<file path="config.mk">
export PLATFORM = sky130hd
export DESIGN_NAME = adder_tree_rr_sched
export DESIGN_NICKNAME = d
export VERILOG_FILES = /design/src/rtl/adder_tree_rr_sched.sv
export SDC_FILE = /design/constraint.sdc
export NUM_CORES = 1
export LEC_CHECK = 0
export CORE_MARGIN = 3
export CORE_UTILIZATION = 40
export DETAILED_ROUTE_END_ITERATION = 8
export GPL_TIMING_DRIVEN = 0
export HOLD_SLACK_MARGIN = 0.1
export PLACE_DENSITY = 0.77
export SLEW_MARGIN = 10
export SYNTH_ARGS = -nofsm -noshare
export SYNTH_HDL_FRONTEND = slang
export SYNTH_SLANG_ARGS = --single-unit
</file>
<file path="constraint.sdc">
create_clock -name clk -period 4.55 [get_ports clk]
set_input_delay 0.91 -clock clk [delete_from_list [all_inputs] [get_ports clk]]
set_output_delay 0.91 -clock clk [all_outputs]
set_load 0.005 [all_outputs]
</file>
<file path="src/rtl/adder_tree_rr_sched.sv">
`default_nettype none
// ============================================================================
// Module   : adder_tree_rr_sched
// Purpose  : Round-robin scheduler sharing one pipelined 8-operand adder tree
//            among NUM_REQ requesters. One requester is granted per cycle;
//            its operands are registered (S1), reduced by a 3-level
//            zero-extending adder tree, and the full-precision sum is
//            registered with the requester index (S2).
// Ports    : clk          rising-edge clock
//            rst_n        asynchronous active-low reset
//            req_valid_i  per-requester offer
//            req_data_i   per-requester packed operand set (8 x ADDER_WIDTH)
//            req_ready_o  one-hot (or zero) accept strobe
//            rsp_valid_o  result valid
//            rsp_id_o     index of the requester owning the result
//            rsp_sum_o    unsigned sum of the 8 operands (ADDER_WIDTH+3 bits)
//            rsp_ready_i  consumer accepts the result
// Revision : 1.0 - initial release
// ============================================================================
module adder_tree_rr_sched #(
  parameter  int ADDER_WIDTH = 6,
  parameter  int NUM_REQ     = 4,
  localparam int IDW         = $clog2(NUM_REQ)
) (
  input  logic                             clk,
  input  logic                             rst_n,
  input  logic [NUM_REQ-1:0]               req_valid_i,
  input  logic [NUM_REQ*8*ADDER_WIDTH-1:0] req_data_i,
  output logic [NUM_REQ-1:0]               req_ready_o,
  output logic                             rsp_valid_o,
  output logic [IDW-1:0]                   rsp_id_o,
  output logic [ADDER_WIDTH+2:0]           rsp_sum_o,
  input  logic                             rsp_ready_i
);

  localparam int SETW = 8 * ADDER_WIDTH;
  localparam int SUMW = ADDER_WIDTH + 3;

  // Pipeline state
  logic [IDW-1:0]  ptr_q;
  logic            s1_valid_q;
  logic [IDW-1:0]  s1_id_q;
  logic [SETW-1:0] s1_data_q;
  logic            rsp_valid_q;
  logic [IDW-1:0]  rsp_id_q;
  logic [SUMW-1:0] rsp_sum_q;

  // Next-state / combinational
  logic            en;
  logic            any_valid;
  logic            hi_found;
  logic [IDW-1:0]  hi_id;
  logic [IDW-1:0]  lo_id;
  logic [IDW-1:0]  win_id;
  logic [NUM_REQ-1:0] gnt;
  logic            accept;
  logic [IDW-1:0]  ptr_d;
  logic [SETW-1:0] s1_data_d;
  logic [SUMW-1:0] tree_sum;

  // Both stages move together; holding rst_n in the term forces req_ready low
  // while reset is asserted even though rsp_valid_q is already cleared.
  assign en = rst_n & (~rsp_valid_q | rsp_ready_i);

  // Rotating-priority search without a barrel rotate: scanning downward, the
  // last hit at or above ptr is the nearest index from ptr upward; the last
  // hit overall is the lowest index, used when nothing at/above ptr is valid
  // (the wrap-around case).
  always_comb begin
    any_valid = 1'b0;
    hi_found  = 1'b0;
    hi_id     = '0;
    lo_id     = '0;
    for (int i = NUM_REQ - 1; i >= 0; i--) begin
      if (req_valid_i[i]) begin
        if (i >= int'(ptr_q)) begin
          hi_found = 1'b1;
          hi_id    = IDW'(i);
        end
        any_valid = 1'b1;
        lo_id     = IDW'(i);
      end
    end
  end

  assign win_id      = hi_found ? hi_id : lo_id;
  assign gnt         = any_valid ? (NUM_REQ'(1) << win_id) : '0;
  assign req_ready_o = gnt & {NUM_REQ{en}};
  assign accept      = |req_ready_o;
  assign ptr_d       = (win_id == IDW'(NUM_REQ - 1)) ? '0 : win_id + IDW'(1);
  assign s1_data_d   = req_data_i[int'(win_id) * SETW +: SETW];

  // Three-level adder tree; each level widens by one bit so nothing overflows.
  logic [ADDER_WIDTH-1:0] op [8];
  logic [ADDER_WIDTH:0]   l3 [4];
  logic [ADDER_WIDTH+1:0] l2 [2];

  generate
    for (genvar k = 0; k < 8; k++) begin : g_op
      assign op[k] = s1_data_q[k*ADDER_WIDTH +: ADDER_WIDTH];
    end
    for (genvar p = 0; p < 4; p++) begin : g_l3
      assign l3[p] = {1'b0, op[2*p]} + {1'b0, op[2*p+1]};
    end
    for (genvar p = 0; p < 2; p++) begin : g_l2
      assign l2[p] = {1'b0, l3[2*p]} + {1'b0, l3[2*p+1]};
    end
  endgenerate

  assign tree_sum = {1'b0, l2[0]} + {1'b0, l2[1]};

  always_ff @(posedge clk or negedge rst_n) begin
    if (!rst_n) begin
      ptr_q       <= '0;
      s1_valid_q  <= 1'b0;
      s1_id_q     <= '0;
      s1_data_q   <= '0;
      rsp_valid_q <= 1'b0;
      rsp_id_q    <= '0;
      rsp_sum_q   <= '0;
    end else if (en) begin
      s1_valid_q <= accept;
      if (accept) begin
        s1_data_q <= s1_data_d;
        s1_id_q   <= win_id;
        ptr_q     <= ptr_d;
      end
      rsp_valid_q <= s1_valid_q;
      rsp_id_q    <= s1_id_q;
      rsp_sum_q   <= tree_sum;
    end
  end

  assign rsp_valid_o = rsp_valid_q;
  assign rsp_id_o    = rsp_id_q;
  assign rsp_sum_o   = rsp_sum_q;

endmodule
`default_nettype wire
</file>
* Word level (Yosys, flattened, before mapping)
Index checks and enable logic that the tools add are counted.
Operators by class: add/sub/neg operators 8, multipliers 1, divide/modulo/power cells 0, magnitude comparators 3, equal/unequal tests 1, shift operators 2, muxes and demuxes 23, bitwise operators 4, reduce and logical (&&, ||, !) cells 2
Operators with widths (count):
- indexed part select 192 x 9 -> 48 bit | 1
- adder 6 x 6 -> 7 bit | 4
- two-way mux 2 bit | 12
- adder 7 x 7 -> 8 bit | 2
- two-way mux 1 bit | 10
- adder 8 x 8 -> 9 bit | 1
- bitwise AND 4 bit | 1
- >= comparator 1 x 2 -> 1 bit (first input constant) | 2
- multiplier 2 x 2 -> 4 bit (second input constant) | 1
- two-way mux 4 bit | 1
- OR reduction 4 bit | 1
- << shifter 1 x 2 -> 4 bit (first input constant) | 1
- adder 2 x 1 -> 2 bit (second input constant) | 1
- == test 2 bit (second input constant) | 1
- >= comparator 2 bit (first input constant) | 1
- AND reduction 2 bit | 1
- bitwise AND 1 bit | 1
- inverter 1 bit | 1
- bitwise OR 1 bit | 1
Word-level totals: flip-flop bits (word level) 65, latch bits 0, memory bits (writable) 0, bits in read-only memories 0, bits of input ports 199, output and inout port bits 16, word-level logic and storage cells 51, memories 0

* Depth between registers and ports, before layout
depth after elaboration 13, mapped depth 16, gate-level depth less buffers 16

* Least setup slack after synthesis
Ideal clock, no wire load.
path type flip-flop to flip-flop, start point register s1_data_q[3], end point register rsp_sum_q[7], in the netlist rsp_sum_o[7], setup time 0.069 ns, arrival time 3.894 ns, setup slack 0.587 ns, cell stages (with the launch flop) 15, path buffers 0, clock period less this slack 3.963 ns, cell sequence dfrtp_1 > inv_1 > fa_1 > inv_1 > fa_1 > fa_1 > inv_1 > fa_1 > inv_1 > ha_1 > a21o_1 > a21o_1 > a21oi_1 > or4b_2 > nand3_1
Between the ends: cells in the longest elaborated chain, start to end 3
Ends and longest elaborated chain:
- start, declared | line 43 | logic [SETW-1:0] s1_data_q;
- start signal, assigned | line 124 | s1_data_q <= s1_data_d;
- adder 6 x 6 -> 7 bit | line 103 | assign l3[p] = {1'b0, op[2*p]} + {1'b0, op[2*p+1]};
- adder 7 x 7 -> 8 bit | line 106 | assign l2[p] = {1'b0, l3[2*p]} + {1'b0, l3[2*p+1]};
- adder 8 x 8 -> 9 bit | line 110 | assign tree_sum = {1'b0, l2[0]} + {1'b0, l2[1]};
- end signal, assigned | line 130 | rsp_sum_q <= tree_sum;
- end, declared | line 46 | logic [SUMW-1:0] rsp_sum_q;
No other way between the ends. A chain may end at the register's enable or synchronous reset.

* Worst setup path in the final report
start point input req_valid_i[1], end point output req_ready_o[3]
Between the ends: cells in the longest elaborated chain, start to end 7, elaborated cells on any way between the ends 14, those cells by class 1 x shift; 12 x mux; 1 x bitwise
Ends and longest elaborated chain:
- start, declared | line 27 | input logic [NUM_REQ-1:0] req_valid_i,
- two-way mux 2 bit / two-way mux 1 bit (equally long branches) | line 75 | if (req_valid_i[i]) begin
- two-way mux 2 bit / two-way mux 1 bit (equally long branches) | line 76 | if (i >= int'(ptr_q)) begin
- two-way mux 2 bit / two-way mux 1 bit (equally long branches) | line 75
- two-way mux 2 bit (*) | line 86 | assign win_id = hi_found ? hi_id : lo_id;
- net win_id[0] | line 54 | logic [IDW-1:0] win_id;
- << shifter 1 x 2 -> 4 bit (*) | line 87 | assign gnt = any_valid ? (NUM_REQ'(1) << win_id) : '0;
- two-way mux 4 bit (*) | line 87
- bitwise AND 4 bit (*) | line 88 | assign req_ready_o = gnt & {NUM_REQ{en}};
- end, declared | line 29 | output logic [NUM_REQ-1:0] req_ready_o,
The timed path passes the listed nets; every way through them passes the cells marked *.

==> impl_metrics.env <==
export IMPL_synth_top_cell_area_share=0.311
export IMPL_track_usage=0.238
export IMPL_clock_tree_root_cell="clkbuf_16"
export IMPL_io_pins=215
export IMPL_cts_repair_resize_count=0
export IMPL_clk_pin_slew_ns=0.05
export IMPL_worst_skew_pair_late_latency_ns=0.33
export IMPL_fp_dieArea_sq_um=14500
export IMPL_drtIter0Drc=190
export IMPL_worstHoldPathCells=1
export IMPL_pre_cts_ws_ns=0.0389
export IMPL_routedWlPerCell_um=17.8
export IMPL_yosys_area_top_type="dfrtp_1"
export IMPL_drt_pass1_iterations=4
export IMPL_tritoncts_num_buffers=9
export IMPL_synth_top_cells_by_count="75 x inv_1, 71 x nor2_1, 65 x dfrtp_1"
export IMPL_syn_area_sq_um=5230
export IMPL_critical_path_depth=9
export IMPL_synth_compound_area_share=0.144
export IMPL_fin_hold_ws_ns=0.481
export IMPL_post_route_min_period_ns=4.33
export IMPL_critical_path_max_stage_delay_ns=0.56
export IMPL_timing_critical_path_from_type="input pin"
export IMPL_seq_area_frac_synth=0.311
export IMPL_cp_max_fo=11
export IMPL_synth_area_mux_share=0.160
export IMPL_grt_max_degree=38
export IMPL_post_synth_xor_area_fraction=0.00335
export IMPL_clock_skew_final_ns=0.00671
export IMPL_worst_r2r_cell_count=14
export IMPL_final_layout_size_suffix_gt1_frac=0.164
export IMPL_ys_warnings_count=0
export IMPL_final_hpwl_from_detailed_placement_um=13700
export IMPL_synth_net_count=774
export IMPL_postCtsSetupBuffers=0
export IMPL_worstPathCellList="clkdlybuf4s50_1, mux2i_1, a221o_1, clkinv_2, buf_6, buf_2, ha_1, and2_1, clkdlybuf4s50_1"
export IMPL_netlist_cell_type_count=45
export IMPL_die_h_um=120
export IMPL_timing_final_crit_share=0.951
export IMPL_drt_drc_violations_left=0
export IMPL_async_flop_share=1.00
export IMPL_grt_pass1_vias=5377
export IMPL_core_sq_um=12700
export IMPL_endpoint_kind="primary output"
export IMPL_crit_required_ns=3.64
export IMPL_grt_pass1_wl_um=27000
export IMPL_post_synth_fa_ha_maj_area_fraction=0.165
export IMPL_critPathArrivalTime_ns=3.42
export IMPL_drt_total_wl_um=16600
export IMPL_post_synth_and_or_nand_nor_area_fraction=0.126
export IMPL_buffer_and_inverter_count_on_the_worst_path=5
export IMPL_most_frequently_used_flop_master_after_synthesis="dfrtp_1"
export IMPL_run_status="finished, final reports clean"
export IMPL_finalHoldViolCount=0
export IMPL_fp_dieW_um=120
export IMPL_initial_core_util=0.411
export IMPL_clock_fmax_mhz=231
export IMPL_critPathSlowestCell="clkdlybuf4s50_1"
export IMPL_finalNetCount=1000
export IMPL_h_tree_depth=3
export IMPL_gp_routability_congestion=0.898
export IMPL_critPathTopFamily="buffers and inverters"
export IMPL_tritoncts_num_sinks=65
export IMPL_ant_nets=0
export IMPL_numPortBuffers=214
export IMPL_max_slew_headroom_at_the_worst_pin=0.515
export IMPL_setup_repair_after_global_routing_missed_its_margin="false"
export IMPL_synth_top_family_by_area="adder cells"
export IMPL_syn2layout_area_growth_pct=51.9
export IMPL_grt_overflow_total=0
export IMPL_antenna_cells=0
export IMPL_max_slew_worst_pin_slew_ns=0.721
export IMPL_synth_most_common_cell="inv_1"
export IMPL_synth_enable_flop_cells=0
export IMPL_synthesis_area_per_instance_sq_um=9.93
export IMPL_synth_area_leaders="dfrtp_1 31%, fa_1 13%, mux2_2 11%, a221oi_2 6.0%, inv_1 5.4%"
export IMPL_max_cap_violations=0
export IMPL_fp_row_count=41
export IMPL_maxSlewViolCount=0
export IMPL_avgViaCountPerCell=5.07
export IMPL_clockBufferDepth=2
export IMPL_min_path_type="flop to flop"
export IMPL_synth_cells=527
export IMPL_layout_setup_ws_ns=0.225
export IMPL_tritoncts_clock_tree="yes"
export IMPL_final_core_utilization=0.625
export IMPL_type_of_the_worst_setup_path="input pin to primary output"
export IMPL_antenna_found_initial=0
export IMPL_synth_seq_cells=65
export IMPL_setup_violations_final=0
export IMPL_routed_via_count=4717
export IMPL_most_used_cell_along_the_critical_path="clkdlybuf4s50_1"
export IMPL_ctsHoldBuffers=0
==> final timing paths <==
check                                  to      startpoint  slack (ns)
max                        req_ready_o[3]  req_valid_i[1]        0.22
min                            s1_id_q[1]      s1_id_q[1]        0.48
max reg2reg                  rsp_sum_o[7]    s1_data_q[3]        0.36
min reg2reg                    s1_id_q[1]      s1_id_q[1]        0.48
max in group asynchronous   s1_data_q[28]           rst_n        3.48
min in group asynchronous    s1_data_q[8]           rst_n        0.53
==> registers in the layout (all words and copies together), names as in the netlist <==
register     count
rsp_id_o         2
rsp_valid_o      1
s1_id_q          2
rsp_sum_o        9
ptr_q            2
s1_data_q       48
s1_valid_q       1
==> metrics by stage <==
| stage | instance area [sq um] | cells | TNS (ns) |
|---|---|---|---|
| 2_1_floorplan | 5230 | 527 | 0 |
| 3_3_place_gp | 7590 | 913 | -65.29 |
| 3_5_place_dp | 7610 | 914 | 0 |
| 4_1_cts | 7950 | 930 | 0 |
| 5_1_grt | 7950 | 930 | 0 |
| 6_report | 7950 | 930 | 0 |
==> kinds of logic (layout without fill, tap and decap cells) <==
kind of cell | count (synthesis) | in the layout
compound gates | 74 | 74
xor+xnor | 2 | 2
fa+ha+maj | 48 | 48
buf+inv | 107 | 338
flops | 65 | 65
mux | 77 | 77
simple gates | 154 | 154
==> final cells by class <==
class                   count  area, sq um
clock buffers              12          267
plain buffers              31          193
inverters                  76          287
multi-input cells         355         3130
fillers                  1100         4770
well taps                 172          215
repair buffers            215         2160
clock inverters             4         73.8
flip-flops and latches     65         1630
==> metal layers <==
layer,global-route usage,vias to the layer above,routed length [um]
met5,0,-,0
met2,0.429,160,8440
met3,0.0575,24,1160
li1,-,2226,-
met4,0.0701,0,310
met1,0.281,2307,6660
==> cells in the final DEF, fill, tap and decap left out, types with 4 or more instances in the layout <==
master / count
a221oi_2: 21
a311oi_1: 16
a311oi_2: 6
and2_1: 4
buf_2: 10
buf_4: 8
clkbuf_1: 9
clkbuf_16: 9
clkdlybuf4s50_1: 213
dfrtp_1: 65
fa_1: 35
ha_1: 13
inv_1: 75
mux2_2: 53
mux2i_1: 24
nand2_1: 63
nor2_1: 71
o21ai_0: 7
o22ai_1: 4
Power is left out: the tool's default activity adds up to more than one toggle a clock period on the data nets, which glitch-free logic cannot reach.
